$ cat src/rtl/cpu_trace_pkg.sv
// Shared types and entry layout for the CPU trace buffer.
// Entry packing, MSB first: {opCode, rs, rt, rd, DataOut, DataOut1, ALUOut}.
package cpu_trace_pkg;

  typedef enum logic [1:0] {IDLE, ARMED, POST, DONE} trace_state_e;

  localparam int OP_W  = 6;
  localparam int REG_W = 5;

  function automatic int entry_w(input int data_w);
    return OP_W + 3 * REG_W + 3 * data_w;
  endfunction

  function automatic int op_lsb(input int data_w);
    return 3 * REG_W + 3 * data_w;
  endfunction

endpackage

$ cat src/rtl/trace_ram.sv
// Simple dual-port trace storage: one write port, one registered read port, no reset.
module trace_ram #(
  parameter int WIDTH  = 117,
  parameter int DEPTH  = 16,
  parameter int ADDR_W = 4
) (
  input  logic              clk,
  input  logic              we,
  input  logic [ADDR_W-1:0] waddr,
  input  logic [WIDTH-1:0]  wdata,
  input  logic [ADDR_W-1:0] raddr,
  output logic [WIDTH-1:0]  rdata
);

  logic [WIDTH-1:0] mem [DEPTH];

  always_ff @(posedge clk) begin
    if (we) begin
      mem[waddr] <= wdata;
    end
    rdata <= mem[raddr];
  end

endmodule

$ cat src/rtl/cpu_trace_buffer.sv
// Circular trace capture of CPU probe values with opcode trigger and post-trigger count.
// Optional TRACE_VALUE_TRIG_EN adds an ALUOut value qualifier to the trigger.
module cpu_trace_buffer
  import cpu_trace_pkg::*;
#(
  parameter int DATA_W = 32,
  parameter int DEPTH  = 16,
  parameter int ADDR_W = $clog2(DEPTH)
) (
  input  logic                      CLK,
  input  logic                      RST,
  input  logic                      smp_valid,
  input  logic [5:0]                opCode,
  input  logic [4:0]                rs,
  input  logic [4:0]                rt,
  input  logic [4:0]                rd,
  input  logic [DATA_W-1:0]         DataOut,
  input  logic [DATA_W-1:0]         DataOut1,
  input  logic [DATA_W-1:0]         ALUOut,
  input  logic                      arm,
  input  logic [5:0]                trig_op,
  input  logic [ADDR_W-1:0]         post_len,
  input  logic [ADDR_W-1:0]         rd_idx,
`ifdef TRACE_VALUE_TRIG_EN
  input  logic [DATA_W-1:0]         trig_val,
  input  logic                      trig_val_en,
`endif
  output logic [21+3*DATA_W-1:0]    rd_data,
  output logic                      armed,
  output logic                      done,
  output logic                      wrapped,
  output logic [ADDR_W:0]           count,
  output logic [ADDR_W-1:0]         trig_pos
);

  localparam int ENTRY_W = entry_w(DATA_W);
  localparam logic [ADDR_W:0]   FULL_COUNT = (ADDR_W+1)'(DEPTH);
  localparam logic [ADDR_W:0]   ONE_C      = (ADDR_W+1)'(1);
  localparam logic [ADDR_W-1:0] ONE_A      = ADDR_W'(1);
  localparam logic [ADDR_W-1:0] LAST_POS   = ADDR_W'(DEPTH - 1);

  trace_state_e      state_reg;
  logic [ADDR_W-1:0] wr_ptr_reg;
  logic [ADDR_W:0]   count_reg;
  logic              wrapped_reg;
  logic [ADDR_W-1:0] trig_pos_reg;
  logic [ADDR_W-1:0] post_cnt_reg;
  logic              rd_zero_reg;

  logic              wr_en;
  logic              full;
  logic              trig_hit;
  logic [ADDR_W-1:0] rd_addr;
  logic [ENTRY_W-1:0] wdata;
  logic [ENTRY_W-1:0] ram_q;

  // arm wins over a coincident sample, so the restart begins with an empty trace
  assign wr_en = smp_valid && !arm && (state_reg == ARMED || state_reg == POST);
  assign full  = (count_reg == FULL_COUNT);
  assign wdata = {opCode, rs, rt, rd, DataOut, DataOut1, ALUOut};

`ifdef TRACE_VALUE_TRIG_EN
  assign trig_hit = (opCode == trig_op) && (!trig_val_en || (ALUOut == trig_val));
`else
  assign trig_hit = (opCode == trig_op);
`endif

  always_ff @(posedge CLK) begin
    if (RST) begin
      state_reg    <= IDLE;
      wr_ptr_reg   <= '0;
      count_reg    <= '0;
      wrapped_reg  <= 1'b0;
      trig_pos_reg <= '0;
      post_cnt_reg <= '0;
    end else if (arm) begin
      state_reg    <= ARMED;
      wr_ptr_reg   <= '0;
      count_reg    <= '0;
      wrapped_reg  <= 1'b0;
      trig_pos_reg <= '0;
      post_cnt_reg <= '0;
    end else if (wr_en) begin
      wr_ptr_reg <= wr_ptr_reg + ONE_A;
      if (full) begin
        wrapped_reg <= 1'b1;
      end else begin
        count_reg <= count_reg + ONE_C;
      end
      if (state_reg == ARMED) begin
        if (trig_hit) begin
          // the new entry is always the newest one after this write
          trig_pos_reg <= full ? LAST_POS : count_reg[ADDR_W-1:0];
          post_cnt_reg <= post_len;
          state_reg    <= (post_len == '0) ? DONE : POST;
        end
      end else begin
        post_cnt_reg <= post_cnt_reg - ONE_A;
        if (post_cnt_reg == ONE_A) begin
          state_reg <= DONE;
        end
        if (full && trig_pos_reg != '0) begin
          trig_pos_reg <= trig_pos_reg - ONE_A;
        end
      end
    end
  end

  // RAM output has no reset, so mask it until the first post-reset read lands
  always_ff @(posedge CLK) begin
    if (RST) begin
      rd_zero_reg <= 1'b1;
    end else begin
      rd_zero_reg <= 1'b0;
    end
  end

  assign rd_addr = (wrapped_reg ? wr_ptr_reg : '0) + rd_idx;

  trace_ram #(
    .WIDTH  (ENTRY_W),
    .DEPTH  (DEPTH),
    .ADDR_W (ADDR_W)
  ) u_ram (
    .clk   (CLK),
    .we    (wr_en),
    .waddr (wr_ptr_reg),
    .wdata (wdata),
    .raddr (rd_addr),
    .rdata (ram_q)
  );

  assign rd_data  = rd_zero_reg ? '0 : ram_q;
  assign armed    = (state_reg == ARMED) || (state_reg == POST);
  assign done     = (state_reg == DONE);
  assign wrapped  = wrapped_reg;
  assign count    = count_reg;
  assign trig_pos = trig_pos_reg;

endmodule
$ cat config.mk
export PLATFORM = sky130hd
export DESIGN_NAME = cpu_trace_buffer
export DESIGN_NICKNAME = d
export VERILOG_FILES = /design/src/rtl/cpu_trace_pkg.sv /design/src/rtl/trace_ram.sv /design/src/rtl/cpu_trace_buffer.sv
export SDC_FILE = /design/constraint.sdc
export NUM_CORES = 2
export LEC_CHECK = 0
export ABC_AREA = 1
export CAP_MARGIN = 10
export CORE_UTILIZATION = 50
export DETAILED_ROUTE_END_ITERATION = 12
export PLACE_DENSITY = 0.67
export SYNTH_ARGS = -nofsm -noshare
export SYNTH_HDL_FRONTEND = slang
export SYNTH_SLANG_ARGS = --single-unit
export TNS_END_PERCENT = 10
$ cat constraint.sdc
create_clock -name CLK -period 20.3 [get_ports CLK]
set_input_delay 4.06 -clock CLK [delete_from_list [all_inputs] [get_ports CLK]]
set_output_delay 4.06 -clock CLK [all_outputs]
set_load 0.005 [all_outputs]
==> reports/metrics.cfg <==
[timing]
fmax_mhz=125
max_slew_margin=0.224
finalMaxSlewViolations=0
final-hold-violation-count=0
rsz0062_at_grt=no
skew_ns=0.0319
worst_slew_pin_slew_ns=1.16
fin_ws_ns=12.32
finalSetupViolCount=0
final.min_clock_period_ns=7.98
finalCritPeriodShare=0.393
final.setup.tns_ns=0
timing.hold.ws_ns=0.491

[cells_and_area]
nFillCells=12600
largest_reg_flops=1872
stdcell_count=8911
final_util=0.574
syn_to_final_growth_pct=14.0
final_layout_size_suffix_gt1_frac=0.0602
nets=6799

[outcome]
status=complete, no violations

[cts]
cts_tree=yes
clock_sinks=2010
insertion_delay_ns=0.82
numCtsBuffers=202
clockRootBuffer=clkbuf_16
path_clk_slew_ns=0.06
cts-resized-gates=0
cts_hold_buf=0
clockBufferDepth=3
post_cts_buffers=0
ctsHtreeMaxLevel=4

[floorplan]
initial_utilization=0.504
floorplan.die_area_sq_mm=0.161
rows=146
die_y_um=402
core_area_sq_mm=0.159
die_w_um=402
boundaryPins=264

[placed_design]
dp_cells=8517
globalplace.congestion=0.762
portBuffers=263
place_ws_ns=11.64
dpl.hpwl_um=93700

[power_and_ir_drop]
comb_power_share=0.050
seq_power_share=0.522
intPower_mw=6.90
ir_drop_mv=0.0926
power_density_mw_per_mm2=96.1
power.share.switching=0.212
switching_power_mw=1.86
p_leak_nw=33.4
p_clk_frac=0.428

[synth]
synth-seq-cells=2010
yosys.area.top_type_share=0.704
synth_cell_type_count=26
postSynthCellCount=6504
yosysSeqAreaShare=0.738
syn_nets=6654
yosys_warnings=0
synth_area_leaders=edfxtp_1, inv_1, o21ai_0, a21oi_1, dfxtp_1
syn_avg_cell_area_sq_um=12.3
netlist_area_sq_mm=0.0799
yosysTopAreaCell=edfxtp_1

[min_path]
hold_start=state_reg[1]
hold_class=reg -> reg

[worst_setup_path]
reg2reg_depth=11
worst_path_largest_cell_delay_ns=0.92
path_delay_family=buffers and inverters
r2r_slack_ns=15.48
critPathLaunch=rd_idx[0]
rr_startpoint=wrapped
worst-path-max-fanout=118
crit_type=in -> reg
arrival_ns=8.64
r2r_end=u_ram.rdata[62]
path_buf_inv=4
crit_top_cell=buf_4
crit_path_end=u_ram.rdata[62]
critical_path.slowest_cell=buf_4
cp.depth=10
startpoint_type=input port
cp_data_required_time_ns=20.96
critPathCaptureType=flop
crit_chain=clkdlybuf4s50_1 > ha_4 > buf_4 > buf_4 > buf_4 > a21oi_1 > o21ai_0 > nand2_1 > o22ai_1 > o21ai_1

[route]
first_pass_iters=5
drt-met1-wl_um=80800
viasPerCell=5.49
routed_wl_um=189000
wl_met3_um=13900
drt_iter0_drc=4921
detail-route-antenna-nets=0
route.met2.wl_um=89400
drc=0
wire_per_inst_um=21.2
routed-via-count=48900
highest_layer=met5

[global_route]
grt_pass1_vias=46300
grt_overflow=0
grtUsageTotal=0.232
grt_max_degree=293
antenna_found_initial=28
grt_pass1_wl_um=283000

[job]
drv_cap=0

tightest hold or removal path: stages (launching register included):
cell     delay [ns]
dfxtp_1        0.31
inv_1          0.07
a21oi_1        0.06
Yosys cell counts:
master	instances
a21oi_1	663
nand3_1	419
xnor2_2	2
inv_2	1
o21ai_0	802
nand2_1	532
buf_6	8
nor3_1	3
o22ai_1	66
ha_1	14
fa_1	1
buf_2	111
clkbuf_1	241
edfxtp_1	1872
nor2_1	156
buf_4	2
xor2_2	1
nor4_1	1
xnor2_1	1
nand4_1	6
o21ai_1	35
inv_1	1101
dfxtp_1	138
nor3b_1	1
o211ai_1	286
buf_1	41
metal layers:
metal / vias to the layer above / track usage
met5: - / 0
met4: 32 / 0.0744
met3: 336 / 0.0461
met2: 1549 / 0.371
met1: 23900 / 0.321
li1: 23100 / -
power by group through the flow:
stage | sequential (mW) | combinational (mW) | clock [mW]
floorplan | 4.65 | 0.251 | 0
global placement | 4.66 | 0.428 | 0
detailed placement | 4.66 | 0.436 | 0
CTS | 4.57 | 0.439 | 3.80
global route | 4.57 | 0.487 | 3.96
finish | 4.57 | 0.436 | 3.75
layout by cell type (no fill, tap or decap), types with 46 or more instances in the layout:
cell             instances
edfxtp_1              1872
inv_1                 1101
o21ai_0                802
a21oi_1                663
nand2_1                532
nand3_1                419
o211ai_1               286
clkdlybuf4s50_1        263
clkbuf_16              203
nor2_1                 140
dfxtp_1                137
buf_4                   72
o22ai_1                 66
clkbuf_1                46
worst min path at each step:
stage                            endpoint  slack [ns]  depth (start not counted)
after floorplan           post_cnt_reg[1]        0.46                          2
after global placement    post_cnt_reg[1]        0.47                          2
after detailed placement     state_reg[1]        0.48                          2
after CTS                    state_reg[1]        0.49                          2
after global routing         state_reg[1]        0.53                          2
final                        state_reg[1]        0.49                          2
area by class of cell:
class | count | area (sq um) | share of cell area
diodes | 12 | 30.0 | 0.000330
clock buffers | 274 | 5600 | 0.0614
clock inverters | 108 | 1160 | 0.0127
inverters | 1102 | 4140 | 0.0455
multi-input cells | 2989 | 15200 | 0.167
flip-flops and latches | 2010 | 59000 | 0.648
well taps | 2072 | 2590 | 0.0285
repair buffers | 344 | 3350 | 0.0368
per-stage QoR:
stage | power (mW) | area (sq um)
detailed placement | 5.10 | 84300
global route | 9.03 | 91100
CTS | 8.81 | 91100
finish | 8.76 | 91100
floorplan | 4.90 | 79900
global placement | 5.09 | 84300
cell families (layout without fill, tap and decap cells):
kind of cell             count (synthesis)  in the layout  synth area share
flip-flops                            2010           2010             0.738
AND/OR/NAND/NOR                       1118           1118            0.0594
adder cells (fa/ha/maj)                 15             15           0.00244
AO/OA/AOI/OAI                         1852           1852             0.126
buffers and inverters                 1505           1828            0.0733
XOR/XNOR                                 4              4          0.000720
other                                    0             12                 0
(Power assumes the default switching activity.)
